[config.mk]
export PLATFORM = sky130hd
export DESIGN_NAME = stage_mem_flat
export DESIGN_NICKNAME = d
export VERILOG_FILES = /design/src/rtl/stage_mem_if.sv /design/src/rtl/stage_mem.sv /design/src/flat_wrapper.sv
export SDC_FILE = /design/constraint.sdc
export NUM_CORES = 1
export LEC_CHECK = 0
export CORE_MARGIN = 2
export CORE_UTILIZATION = 30
export CTS_BUF_LIST = sky130_fd_sc_hd__clkbuf_16
export DETAILED_ROUTE_END_ITERATION = 12
export PLACE_DENSITY_LB_ADDON = 0.25
export RECOVER_POWER = 100
export SLEW_MARGIN = 20
export SYNTH_ARGS = -nofsm -noshare
export SYNTH_HDL_FRONTEND = slang
export SYNTH_SLANG_ARGS = --single-unit
[constraint.sdc]
create_clock -name clock -period 8.11 [get_ports clock]
set_input_delay 1.622 -clock clock [delete_from_list [all_inputs] [get_ports clock]]
set_output_delay 1.622 -clock clock [all_outputs]
set_load 0.02 [all_outputs]
[src/rtl/stage_mem_if.sv]
// stage_mem_if: groups the MEM-stage pipeline inputs, the write-back outputs and the
// bytewise memory-controller handshake into one bundle.
//   slave  : the MEM stage itself (pipeline/memory inputs in, write-back/request out)
//   master : whoever drives the stage (pipeline register + memory controller, or a bench)
interface stage_mem_if;
  // Pipeline inputs from EX/MEM
  logic        write_i;
  logic [4:0]  regw_addr_i;
  logic [31:0] regw_data_i;
  logic        load_i;
  logic        store_i;
  logic [2:0]  funct3_i;
  logic [31:0] addr_i;
  logic [31:0] wdata_i;
  // Memory controller responses
  logic        mem_ready_i;
  logic [7:0]  mem_rdata_i;
  // Write-back towards MEM/WB
  logic        write_o;
  logic [4:0]  regw_addr_o;
  logic [31:0] regw_data_o;
  logic        stall_req_o;
  // Byte requests towards the memory controller
  logic        mem_req_o;
  logic        mem_rw_o;
  logic [31:0] mem_addr_o;
  logic [7:0]  mem_wdata_o;
  logic        misalign_o;

  modport slave (
    input  write_i, regw_addr_i, regw_data_i, load_i, store_i, funct3_i, addr_i, wdata_i,
           mem_ready_i, mem_rdata_i,
    output write_o, regw_addr_o, regw_data_o, stall_req_o, mem_req_o, mem_rw_o,
           mem_addr_o, mem_wdata_o, misalign_o
  );

  modport master (
    output write_i, regw_addr_i, regw_data_i, load_i, store_i, funct3_i, addr_i, wdata_i,
           mem_ready_i, mem_rdata_i,
    input  write_o, regw_addr_o, regw_data_o, stall_req_o, mem_req_o, mem_rw_o,
           mem_addr_o, mem_wdata_o, misalign_o
  );
endinterface

[src/rtl/stage_mem.sv]
// stage_mem: MEM pipeline stage. ALU results pass straight through with zero latency;
// loads and stores are split into 1/2/4 single-byte transfers to a byte-wide memory
// controller while the stage holds the front of the pipeline frozen via stall_req_o.
// Ports:
//   clock  - rising-edge clock
//   reset  - asynchronous active-high reset; forces IDLE and drives every output to 0
//   bus    - stage_mem_if.slave: pipeline inputs, write-back outputs, byte memory port
// Optional feature: define MEM_ALIGN_CHECK_EN to reject misaligned H/W accesses
// (misalign_o=1, no request, no stall). Without it misalign_o is tied to 0.
module stage_mem (
  input  logic        clock,
  input  logic        reset,
  stage_mem_if.slave  bus
);

  typedef enum logic [1:0] {StIdle, StBusy, StDone} state_t;

  state_t      r_state, w_state_next;
  logic [1:0]  r_k, w_k_next;
  logic [31:0] r_buf, w_buf_next;

  logic        w_mem_op;
  logic [1:0]  w_last_k;
  logic        w_misalign;
  logic [31:0] w_ext;
  logic [4:0]  w_bit_off;

  assign w_mem_op  = bus.load_i | bus.store_i;
  assign w_bit_off = {r_k, 3'b000};

  // Index of the final byte: B/BU -> 0, H/HU -> 1, W and undefined encodings -> 3
  always_comb begin
    case (bus.funct3_i[1:0])
      2'b00:   w_last_k = 2'd0;
      2'b01:   w_last_k = 2'd1;
      default: w_last_k = 2'd3;
    endcase
  end

`ifdef MEM_ALIGN_CHECK_EN
  assign w_misalign = ((w_last_k == 2'd1) && bus.addr_i[0]) ||
                      ((w_last_k == 2'd3) && (bus.addr_i[1:0] != 2'b00));
`else
  assign w_misalign = 1'b0;
`endif

  // Load result extension from the assembled little-endian buffer
  always_comb begin
    case (bus.funct3_i)
      3'b000:  w_ext = {{24{r_buf[7]}}, r_buf[7:0]};
      3'b001:  w_ext = {{16{r_buf[15]}}, r_buf[15:0]};
      3'b100:  w_ext = {24'b0, r_buf[7:0]};
      3'b101:  w_ext = {16'b0, r_buf[15:0]};
      default: w_ext = r_buf;
    endcase
  end

  always_ff @(posedge clock or posedge reset) begin
    if (reset) begin
      r_state <= StIdle;
      r_k     <= 2'd0;
      r_buf   <= 32'd0;
    end else begin
      r_state <= w_state_next;
      r_k     <= w_k_next;
      r_buf   <= w_buf_next;
    end
  end

  always_comb begin
    w_state_next    = r_state;
    w_k_next        = r_k;
    w_buf_next      = r_buf;
    bus.write_o     = bus.write_i;
    bus.regw_addr_o = bus.regw_addr_i;
    bus.regw_data_o = bus.regw_data_i;
    bus.stall_req_o = 1'b0;
    bus.mem_req_o   = 1'b0;
    bus.mem_rw_o    = 1'b0;
    bus.mem_addr_o  = 32'd0;
    bus.mem_wdata_o = 8'd0;
    bus.misalign_o  = 1'b0;

    case (r_state)
      StIdle: begin
        if (w_mem_op) begin
          bus.write_o = 1'b0;
          if (w_misalign) begin
            // Rejected access: the pipeline keeps moving, nothing is requested
            bus.misalign_o = 1'b1;
          end else begin
            bus.stall_req_o = 1'b1;
            w_k_next        = 2'd0;
            w_buf_next      = 32'd0;
            w_state_next    = StBusy;
          end
        end
      end
      StBusy: begin
        bus.write_o     = 1'b0;
        bus.stall_req_o = 1'b1;
        bus.mem_req_o   = 1'b1;
        bus.mem_rw_o    = bus.store_i;
        bus.mem_addr_o  = bus.addr_i + {30'd0, r_k};
        bus.mem_wdata_o = bus.wdata_i[w_bit_off +: 8];
        if (bus.mem_ready_i) begin
          if (bus.load_i) begin
            w_buf_next[w_bit_off +: 8] = bus.mem_rdata_i;
          end
          if (r_k == w_last_k) begin
            w_state_next = StDone;
          end else begin
            w_k_next = r_k + 2'd1;
          end
        end
      end
      StDone: begin
        // Stall drops here so the pipeline advances on the same edge we return to IDLE
        if (bus.store_i) begin
          bus.write_o = 1'b0;
        end else if (bus.load_i) begin
          bus.regw_data_o = w_ext;
        end
        w_state_next = StIdle;
      end
      default: begin
        w_state_next = StIdle;
      end
    endcase

    if (reset) begin
      bus.write_o     = 1'b0;
      bus.regw_addr_o = 5'd0;
      bus.regw_data_o = 32'd0;
      bus.stall_req_o = 1'b0;
      bus.mem_req_o   = 1'b0;
      bus.mem_rw_o    = 1'b0;
      bus.mem_addr_o  = 32'd0;
      bus.mem_wdata_o = 8'd0;
      bus.misalign_o  = 1'b0;
    end
  end

endmodule

[src/flat_wrapper.sv]
// flat-port wrapper written by rule: the top's interface ports become plain ports
module stage_mem_flat 
  (clock, reset, bus_write_i, bus_regw_addr_i, bus_regw_data_i, bus_load_i, bus_store_i, bus_funct3_i, bus_addr_i, bus_wdata_i, bus_mem_ready_i, bus_mem_rdata_i, bus_write_o, bus_regw_addr_o, bus_regw_data_o, bus_stall_req_o, bus_mem_req_o, bus_mem_rw_o, bus_mem_addr_o, bus_mem_wdata_o, bus_misalign_o);
  stage_mem_if bus_i ();
  input  logic clock;
  input  logic reset;
  input wire logic [$bits(bus_i.write_i)-1:0] bus_write_i;
  input wire logic [$bits(bus_i.regw_addr_i)-1:0] bus_regw_addr_i;
  input wire logic [$bits(bus_i.regw_data_i)-1:0] bus_regw_data_i;
  input wire logic [$bits(bus_i.load_i)-1:0] bus_load_i;
  input wire logic [$bits(bus_i.store_i)-1:0] bus_store_i;
  input wire logic [$bits(bus_i.funct3_i)-1:0] bus_funct3_i;
  input wire logic [$bits(bus_i.addr_i)-1:0] bus_addr_i;
  input wire logic [$bits(bus_i.wdata_i)-1:0] bus_wdata_i;
  input wire logic [$bits(bus_i.mem_ready_i)-1:0] bus_mem_ready_i;
  input wire logic [$bits(bus_i.mem_rdata_i)-1:0] bus_mem_rdata_i;
  output wire logic [$bits(bus_i.write_o)-1:0] bus_write_o;
  output wire logic [$bits(bus_i.regw_addr_o)-1:0] bus_regw_addr_o;
  output wire logic [$bits(bus_i.regw_data_o)-1:0] bus_regw_data_o;
  output wire logic [$bits(bus_i.stall_req_o)-1:0] bus_stall_req_o;
  output wire logic [$bits(bus_i.mem_req_o)-1:0] bus_mem_req_o;
  output wire logic [$bits(bus_i.mem_rw_o)-1:0] bus_mem_rw_o;
  output wire logic [$bits(bus_i.mem_addr_o)-1:0] bus_mem_addr_o;
  output wire logic [$bits(bus_i.mem_wdata_o)-1:0] bus_mem_wdata_o;
  output wire logic [$bits(bus_i.misalign_o)-1:0] bus_misalign_o;
  assign bus_i.write_i = bus_write_i;
  assign bus_i.regw_addr_i = bus_regw_addr_i;
  assign bus_i.regw_data_i = bus_regw_data_i;
  assign bus_i.load_i = bus_load_i;
  assign bus_i.store_i = bus_store_i;
  assign bus_i.funct3_i = bus_funct3_i;
  assign bus_i.addr_i = bus_addr_i;
  assign bus_i.wdata_i = bus_wdata_i;
  assign bus_i.mem_ready_i = bus_mem_ready_i;
  assign bus_i.mem_rdata_i = bus_mem_rdata_i;
  assign bus_write_o = bus_i.write_o;
  assign bus_regw_addr_o = bus_i.regw_addr_o;
  assign bus_regw_data_o = bus_i.regw_data_o;
  assign bus_stall_req_o = bus_i.stall_req_o;
  assign bus_mem_req_o = bus_i.mem_req_o;
  assign bus_mem_rw_o = bus_i.mem_rw_o;
  assign bus_mem_addr_o = bus_i.mem_addr_o;
  assign bus_mem_wdata_o = bus_i.mem_wdata_o;
  assign bus_misalign_o = bus_i.misalign_o;
  stage_mem u_core (.clock(clock), .reset(reset), .bus(bus_i));
endmodule
# After elaboration in Yosys (flattened, before gate mapping)
# Index checks and enable logic that the tools add are counted.
# W data, S select, Z words.
op_classes:
  add_sub_neg: 3
  multipliers: 0
  n_div: 0
  magnitude_cmp: 0
  eq_ne: 12
  n_shift: 3
  mux: 35
  n_bitwise: 1
  reduce_logical: 7
ops:
  columns: ["operator", "n"]
  rows:
  - ["$mux W32", 9]
  - ["$pmux W32 S4", 1]
  - ["$pmux W32 S2", 1]
  - ["$add A32 B2 Y32", 1]
  - ["$bwmux W32", 1]
  - ["$shift A8 B7 Y32 const A", 1]
  - ["$shiftx A32 B6 Y8", 1]
  - ["$shiftx A8 B7 Y32", 1]
  - ["$mux W8", 2]
  - ["$mux W2", 6]
  - ["$pmux W2 S2", 3]
  - ["$mux W1", 9]
  - ["$reduce_and A4 Y1", 2]
  - ["$neg A5 Y7", 1]
  - ["$eq A3 B3 Y1 const B", 2]
  - ["$ne A2 B2 Y1 const B", 3]
  - ["$mux W5", 1]
  - ["$eq A2 B1 Y1 const B", 2]
  - ["$logic_not A2 Y1", 2]
  - ["$ne A2 B1 Y1 const B", 2]
  - ["$eq A3 B1 Y1 const B", 1]
  - ["$logic_not A3 Y1", 1]
  - ["$pmux W1 S3", 1]
  - ["$reduce_and A3 Y1", 1]
  - ["6 further kinds", 6]
totals:
  register_bits: 36
  latch_bits: 0
  mem_bits_rw: 0
  rom_bits: 0
  in_bits: 118
  out_inout_bits: 82
  wordCells: 64
  memories: 0

# Longest topological paths before layout
# Gate-level depths: netlist (run 1).
depth:
  ltp_word: 6
  depth_mapped: 8
  mapped_depth_nobuf: 6

# Least setup slack after synthesis (run 1)
# No wires, ideal clock.
synth_path:
  kind: "input to output"
  start: "in bus_addr_i[0]"
  end: "out bus_mem_addr_o[20]"
  arrival_ps: 3761
  slack_ps: 2727
  path_stages: 7
  path_cell_list: "ha_1 fa_1 nand4_1 or4_1 buf_2 buf_2 o41ai_1"
synth_between:
  elab_chain_len: 3
synth_rtl:
  columns: ["element", "line", "text"]
  rows:
  - ["start: declaration", "flat_wrapper.sv:13", "input wire logic [$bits(bus_i.addr_i)-1:0] bus_addr_i;"]
  - ["$add A32 B2 Y32", "stage_mem.sv:104", "bus.mem_addr_o = bus.addr_i + {30'd0, r_k};"]
  - ["$mux W32", "stage_mem.sv:84", "case (r_state)"]
  - ["$mux W32", "stage_mem.sv:131", "if (reset) begin"]
  - ["end: declaration", "flat_wrapper.sv:23", "output wire logic [$bits(bus_i.mem_addr_o)-1:0] bus_mem_addr_o;"]
# No other way between the ends.

# Worst setup path in the final report (run 1)
layout_path:
  start: "in reset"
  end: "out bus_regw_data_o[12]"
layout_between:
  elab_chain_len: 1
layout_rtl:
  columns: ["element", "line", "text"]
  rows:
  - ["start: declaration", "flat_wrapper.sv:6", "input logic reset;"]
  - ["$mux W32", "stage_mem.sv:131", null]
  - ["end: declaration", "flat_wrapper.sv:19", "output wire logic [$bits(bus_i.regw_data_o)-1:0] bus_regw_data_o;"]
# No other way between the ends.

==> results of run 1 <==
==> synthesized netlist by cell type (all sizes together) (2+ instances only) <==
cell type  instances  area share [%]
a21bo              3            0.85
mux2i             11             3.1
and2               3            0.53
clkbuf            32             3.4
nand2b             5            0.88
o21ai             40             5.6
nand2             94              10
or4                9             1.9
xor2               5             1.2
nor2              14             1.5
nor4               6             1.2
inv               21             2.2
mux4               8             5.1
o31ai             25             5.3
xnor2              6             1.5
and4               6             1.5
o41ai              4            0.99
dfrtp             36              25
o21bai             4            0.85
or2                4            0.70
nand3             37             5.2
nor2b             15             2.6
buf                7            0.95
or4b               3            0.85
nor4b              2            0.67
nand4             10             1.8
ha                 6             2.1
or3                7             1.2
nor3               4            0.56
a21oi             54             7.6
==> flip-flops by register name, indices dropped and copies added, names as in the netlist <==
name,cells
u_core.r_buf,32
u_core.r_k,2
u_core.r_state,2
==> how the worst max path moves through the flow <==
stage	startpoint	to	slack [ns]	cells past startpoint
3_3_place_gp	bus_addr_i[0]	bus_mem_addr_o[28]	1.75	8
6_report	reset	bus_regw_data_o[12]	1.30	7
5_1_grt	reset	bus_regw_data_o[13]	0.77	7
4_1_cts	bus_addr_i[0]	bus_mem_addr_o[26]	1.71	8
2_1_floorplan	bus_addr_i[0]	bus_mem_addr_o[20]	2.73	7
3_5_place_dp	bus_addr_i[0]	bus_mem_addr_o[26]	1.72	8
==> power by group through the flow <==
stage               Sequential, mW  Clock (mW)  Combinational, mW
CTS                          0.254       0.181              0.585
floorplan                    0.222           0              0.377
detailed placement           0.257           0              0.583
global placement             0.255           0              0.571
finish                       0.252       0.178              0.557
global route                 0.261       0.190              0.611
==> worst min-delay path, delay by kind of cell, from the launching register on <==
| family | cells | cell delay [ns] |
|---|---|---|
| flops | 1 | 0.33 |
| compound gates | 2 | 0.14 |
==> logic make-up (layout without fill, tap and decap cells) <==
kind of cell,count (synthesis),count (layout),share of synthesized area (%)
AND/OR/NAND/NOR,224,224,32.3
AO/OA/AOI/OAI,132,132,21.7
buffers and inverters,61,233,6.66
flip-flops,36,36,25.4
multiplexers,20,20,8.49
XOR/XNOR,11,11,2.71
adder cells (fa/ha/maj),7,7,2.68
other,1,1,0.106
==> metrics by stage <==
step / area (sq um) / power, mW
2_1_floorplan: 3550 / 0.599
3_3_place_gp: 5600 / 0.826
3_5_place_dp: 5610 / 0.840
4_1_cts: 5750 / 1.02
5_1_grt: 5740 / 1.06
6_report: 5740 / 0.987
==> per-layer routing <==
metal | GRT usage, % | up-vias
met5 | 0 | -
met4 | 5.28 | 0
met3 | 3.21 | 22
met2 | 33.4 | 157
met1 | 26.3 | 1999
li1 | - | 2102
==> final cells by class <==
cell class	instances	area share, %
Clock buffer	5	2.18
Clock inverter	2	0.153
Inverter	22	1.44
Multi-Input combinational cell	395	42.3
Sequential cell	36	15.7
Tap cell	143	3.12
Timing Repair Buffer	204	35.1
==> qor.csv, run 1 <==
metric,value,unit
clk_transition_reported_paths,0.05,ns
final_common_cell,sky130_fd_sc_hd__clkdlybuf4s50_1,
critPathSlowestCell,sky130_fd_sc_hd__clkbuf_1,
multi_input_combinational_cell_area,0.00242,sq mm
drc_errors,0,
avgRoutedWirePerCell,15.6,um
post_cts_buffers,0,
power.switching,0.412,mW
reg2reg_setup_slack,5.22,ns
cts_resized,0,
die-area,0.0127,sq mm
hold-path-endpoint,u_core.r_buf[1],
post_synth_instance_area,0.00355,sq mm
ys_async_sr_fraction,100,%
critical_path_class,in -> out,
internal_power,0.575,mW
global_route_wire_length_before_repair,20900,um
place_congestion,0.809,
synth_cell_type_count,46,
placed_cells,800,
setup_viol,0,
worstReg2RegStart,u_core.r_k[0],
power-per-cell-area,172,mW/mm^2
final_non_filler_cell_total,807,
cp_max_fo,44,
floorplan.core_area,0.0115,sq mm
yosys_register_bits,36,
pleak,2.30,nW
die_y,113,um
route.met3.wl,752,um
via_count,4280,
number_of_antenna_violations_at_the_first_check_in_global_routing,0,
finalCritPeriodShare,83.9,%
clk_path_buf_depth,2,
tightestPinTransition,2.22,ns
insertedDiodeCount,0,
io-pin-count,200,
final_nets,789,
portBuffers,198,
cp_cell_sequence,clkdlybuf4s50_1 -> buf_4 -> clkinv_1 -> clkbuf_1 -> o21ai_0 -> a21oi_1 -> dlygate4sd3_1,
drt-met1-wl,5610,um
floorplan.initialDensity,31.0,%
timing.final.hold_violations,0,
post-route-util,50.0,%
worstHoldPathType,reg -> reg,
share_clk_of_total_power,18.0,%
share_seq_of_total_power,25.5,%
insertion_delay,0.28,ns
ctsHtreeMaxLevel,2,
holdPathStages,2,
detail_route.iter0.violations,309,
num_rows,39,
synthFlopType,sky130_fd_sc_hd__dfrtp_1,
cap_violations,1,
fin_ws,1.30,ns
antenna_left,0,
relSlewSlack,-48.2,%
startpoint_type,input port,
synthesis.nets,617,
grt_max_degree,45,
synth.avg_cell_area,7.22,sq um
drt_wl_total,12600,um
power.ir.vdd_worst,0.0967,mV
rsz_0062_raised_after_global_routing,no,
fillerInstances,1122,
preCtsSetupSlack,1.72,ns
clock_buffer_count_from_cts,5,
grt-ovfl-total,0,
violations,"capacitance limit, slew limit",
cpPeakStageDelay,1.59,ns
grt.total_usage,19.8,%
timing.critical_path.to_type,output port,
tritoncts,done,
mapped_cells,492,
dp_hpwl,9700,um
path_delay_family,buffers and inverters,
fin_worst_hold_slack,0.509,ns
final-max-slew-violation-count,45,
number_of_enable_type_register_cells_in_the_synthesized_netlist,0,
worst_clock_skew,0.00631,ns
cts.sinks,36,
die-width,113,um
detail_route.vias_per_cell,5.30,
dr_wl_met2,6010,um
final_layout_size_suffix_gt1_share,4.97,%
power.share.switching,41.7,%
max_clock_freq,147,MHz
status,"complete, but fails checks",
master_cell_of_the_clock_root_buffer,sky130_fd_sc_hd__clkbuf_16,
final.min_clock_period,6.81,ns
finalSetupTns,0,ns
syn2layout_area_growth,61.5,%
timing.rr.end,u_core.r_buf[0],
worstHoldStart,u_core.r_buf[1],
area.sequential,901,sq um
crit_path_buffers_inverters,5,
critPathRequiredTime,6.49,ns
highest_count_cells_in_the_layout_ignoring_fill_and_taps,"sky130_fd_sc_hd__clkdlybuf4s50_1 (116), sky130_fd_sc_hd__nand2_1 (93), sky130_fd_sc_hd__dlygate4sd3_1 (82)",
r2r_cells,6,
ctsHoldBuffers,0,
grt_pass1_vias,4235,
timing.critical_path.arrival,5.19,ns
synth-seq-area-share,25.4,%
maxUsedRoutingLayer,met4,
drt_first_pass_iters,4,
yosysWarningCount,0,
comb_power_share,56.5,%
No activity file was read; power rests on OpenSTA's default activity.
==> run 2: changes to the inputs <==
==> constraint.sdc (replaced) <==
create_clock -name clock -period 5.9 [get_ports clock]
set_input_delay 1.18 -clock clock [delete_from_list [all_inputs] [get_ports clock]]
set_output_delay 1.18 -clock clock [all_outputs]
set_load 0.02 [all_outputs]
==> qor.csv, run 2 (synthesized netlist as in run 1, its figures left out) <==
metric,value,unit,change
grt-ovfl-total,0,,unchanged
antenna_left,0,,unchanged
share_clk_of_total_power,18.5,%,+0.5 points
io-pin-count,200,,unchanged
fin_ws,0.359,ns,-0.944 ns
max_clock_freq,180,MHz,
portBuffers,198,,unchanged
grt_pass1_vias,4266,,+0.73%
clock_buffer_count_from_cts,5,,unchanged
relSlewSlack,12.3,%,+60 points
worst_clock_skew,0.0119,ns,+0.00557 ns
final.min_clock_period,5.54,ns,
insertion_delay,0.28,ns,about the same
tritoncts,done,,
final_common_cell,sky130_fd_sc_hd__clkdlybuf4s50_1,,
die-area,0.0127,sq mm,unchanged
share_seq_of_total_power,23.6,%,-1.9 points
cpPeakStageDelay,0.70,ns,-0.89 ns
setup_viol,0,,unchanged
timing.critical_path.arrival,4.36,ns,-0.83 ns
timing.critical_path.to_type,output port,,
highest_count_cells_in_the_layout_ignoring_fill_and_taps,"sky130_fd_sc_hd__clkdlybuf4s50_1 (115), sky130_fd_sc_hd__nand2_1 (93), sky130_fd_sc_hd__dlygate4sd3_1 (83)",,
preCtsSetupSlack,0.400,ns,-1.32 ns
cts.sinks,36,,unchanged
global_route_wire_length_before_repair,20900,um,+0.10%
num_rows,39,,unchanged
top_register,u_core.r_buf,,
detail_route.vias_per_cell,5.32,,+0.26%
ctsHoldBuffers,0,,unchanged
status,"finished, final reports clean",,
power.share.switching,42.1,%,+0.41 points
master_cell_of_the_clock_root_buffer,sky130_fd_sc_hd__clkbuf_16,,
largest_register_ff_count,32,,unchanged
final-max-slew-violation-count,0,,-100%
grt_max_degree,45,,unchanged
via_count,4323,,+1.0%
floorplan.initialDensity,31.0,%,unchanged
floorplan.core_area,0.0115,sq mm,unchanged
drt_wl_total,13000,um,+2.6%
rsz_0062_raised_after_global_routing,no,,
cp_max_fo,9,,-80%
power.switching,0.582,mW,+41%
drt_first_pass_iters,5,,+1
drc_errors,0,,unchanged
clk_path_buf_depth,2,,unchanged
grt.total_usage,19.9,%,+0.14 points
tightestPinTransition,1.32,ns,-0.907 ns
die_y,113,um,unchanged
ctsHtreeMaxLevel,2,,unchanged
die-width,113,um,unchanged
internal_power,0.799,mW,+39%
dp_hpwl,9960,um,+2.7%
critical_path_class,in -> out,,
final_nets,793,,+0.51%
cp_cell_sequence,clkdlybuf4s50_1 -> ha_1 -> fa_1 -> nand4_1 -> or4_1 -> or4_1 -> a21oi_1 -> dlygate4sd3_1,,
power-per-cell-area,239,mW/mm^2,+39%
cts_resized,0,,unchanged
worstHoldPathType,reg -> reg,,
startpoint_type,input port,,
largest_registers,"u_core.r_buf x32, u_core.r_k x2, u_core.r_state x2",,
number_of_antenna_violations_at_the_first_check_in_global_routing,1,,+1
fin_worst_hold_slack,0.513,ns,+0.00396 ns
power.ir.vdd_worst,0.111,mV,+15%
critPathSlowestCell,sky130_fd_sc_hd__dlygate4sd3_1,,
pleak,2.33,nW,+1.4%
avgRoutedWirePerCell,15.9,um,+1.9%
crit_top_cell,sky130_fd_sc_hd__or4_1,,
finalSetupTns,0,ns,unchanged
area.sequential,901,sq um,unchanged
timing.final.hold_violations,0,,unchanged
place_congestion,0.827,,+2.2%
syn2layout_area_growth,62.7,%,
cap_violations,0,,-1
comb_power_share,57.9,%,+1.4 points
final_layout_size_suffix_gt1_share,5.68,%,+0.71 points
post_cts_buffers,0,,unchanged
fillerInstances,1108,,-1.2%
finalCritPeriodShare,93.9,%,
critPathRequiredTime,4.72,ns,-1.77 ns
detail_route.iter0.violations,299,,-3.2%
clk_transition_reported_paths,0.06,ns,about the same
multi_input_combinational_cell_area,0.00242,sq mm,unchanged
==> run 2: per-layer routing <==
layer | up-vias | track usage, % | share of wire, %
met1 | 1992 | 25.5 | 42
li1 | 2117 | - | -
met3 | 26 | 3.59 | 6.9
met2 | 188 | 34.5 | 49
met5 | - | 0 | 0
met4 | 0 | 5.45 | 1.9
==> run 2: final timing paths <==
kind / endpoint / cells after the start / slack [ns] / startpoint
max in group asynchronous: u_core.r_k[1] / 3 / 4.00 / reset
max: bus_mem_addr_o[28] / 8 / 0.36 / bus_addr_i[0]
min reg2reg: u_core.r_buf[3] / 2 / 0.51 / u_core.r_buf[3]
max reg2reg: u_core.r_buf[0] / 6 / 3.26 / u_core.r_k[1]
min in group asynchronous: u_core.r_buf[1] / 3 / 1.52 / reset
min: u_core.r_buf[3] / 2 / 0.51 / u_core.r_buf[3]
==> run 2: layout make-up <==
cell class                 count  area share, %
inverter                      22           1.43
timing repair buffer         208           35.5
clock inverter                 3          0.281
antenna                        1         0.0433
sequential                    36           15.6
tap                          143           3.10
clock buffer                   5           2.16
multi-input combinational    395           41.9
==> run 2: worst max-delay path: cells and delay by family <==
| family | cells | cell delay, ns |
|---|---|---|
| simple gates | 3 | 1.41 |
| buf+inv | 2 | 1.16 |
| compound gates | 1 | 0.16 |
| fa+ha+maj | 2 | 0.44 |
==> run 2: metrics by stage <==
stage                     util (%)  cells  area (sq um)  power (mW)
after floorplan                  -    492          3550       0.824
after global placement        49.1    804          5630        1.15
after detailed placement      49.2    804          5640        1.16
after CTS                     50.4    812          5780        1.42
after global routing          50.4    813          5780        1.48
final                         50.4    813          5780        1.38
==> run 2: power groups by stage <==
stage / clock network (mW) / registers [mW] / logic (mW)
after floorplan: 0 / 0.305 / 0.519
after global placement: 0 / 0.329 / 0.816
after detailed placement: 0 / 0.331 / 0.833
after CTS: 0.260 / 0.327 / 0.836
after global routing: 0.274 / 0.333 / 0.877
final: 0.255 / 0.326 / 0.800
==> run 3: changes to the inputs <==
--- a/config.mk
+++ b/config.mk
@@ -8,6 +8,7 @@
 export CORE_MARGIN = 2
 export CORE_UTILIZATION = 30
 export CTS_BUF_LIST = sky130_fd_sc_hd__clkbuf_16
+export CTS_CLUSTER_SIZE = 25
 export DETAILED_ROUTE_END_ITERATION = 12
 export PLACE_DENSITY_LB_ADDON = 0.25
 export RECOVER_POWER = 100
==> results of run 3 <==
Final layout, timing and power as in run 2 (identical DEF).
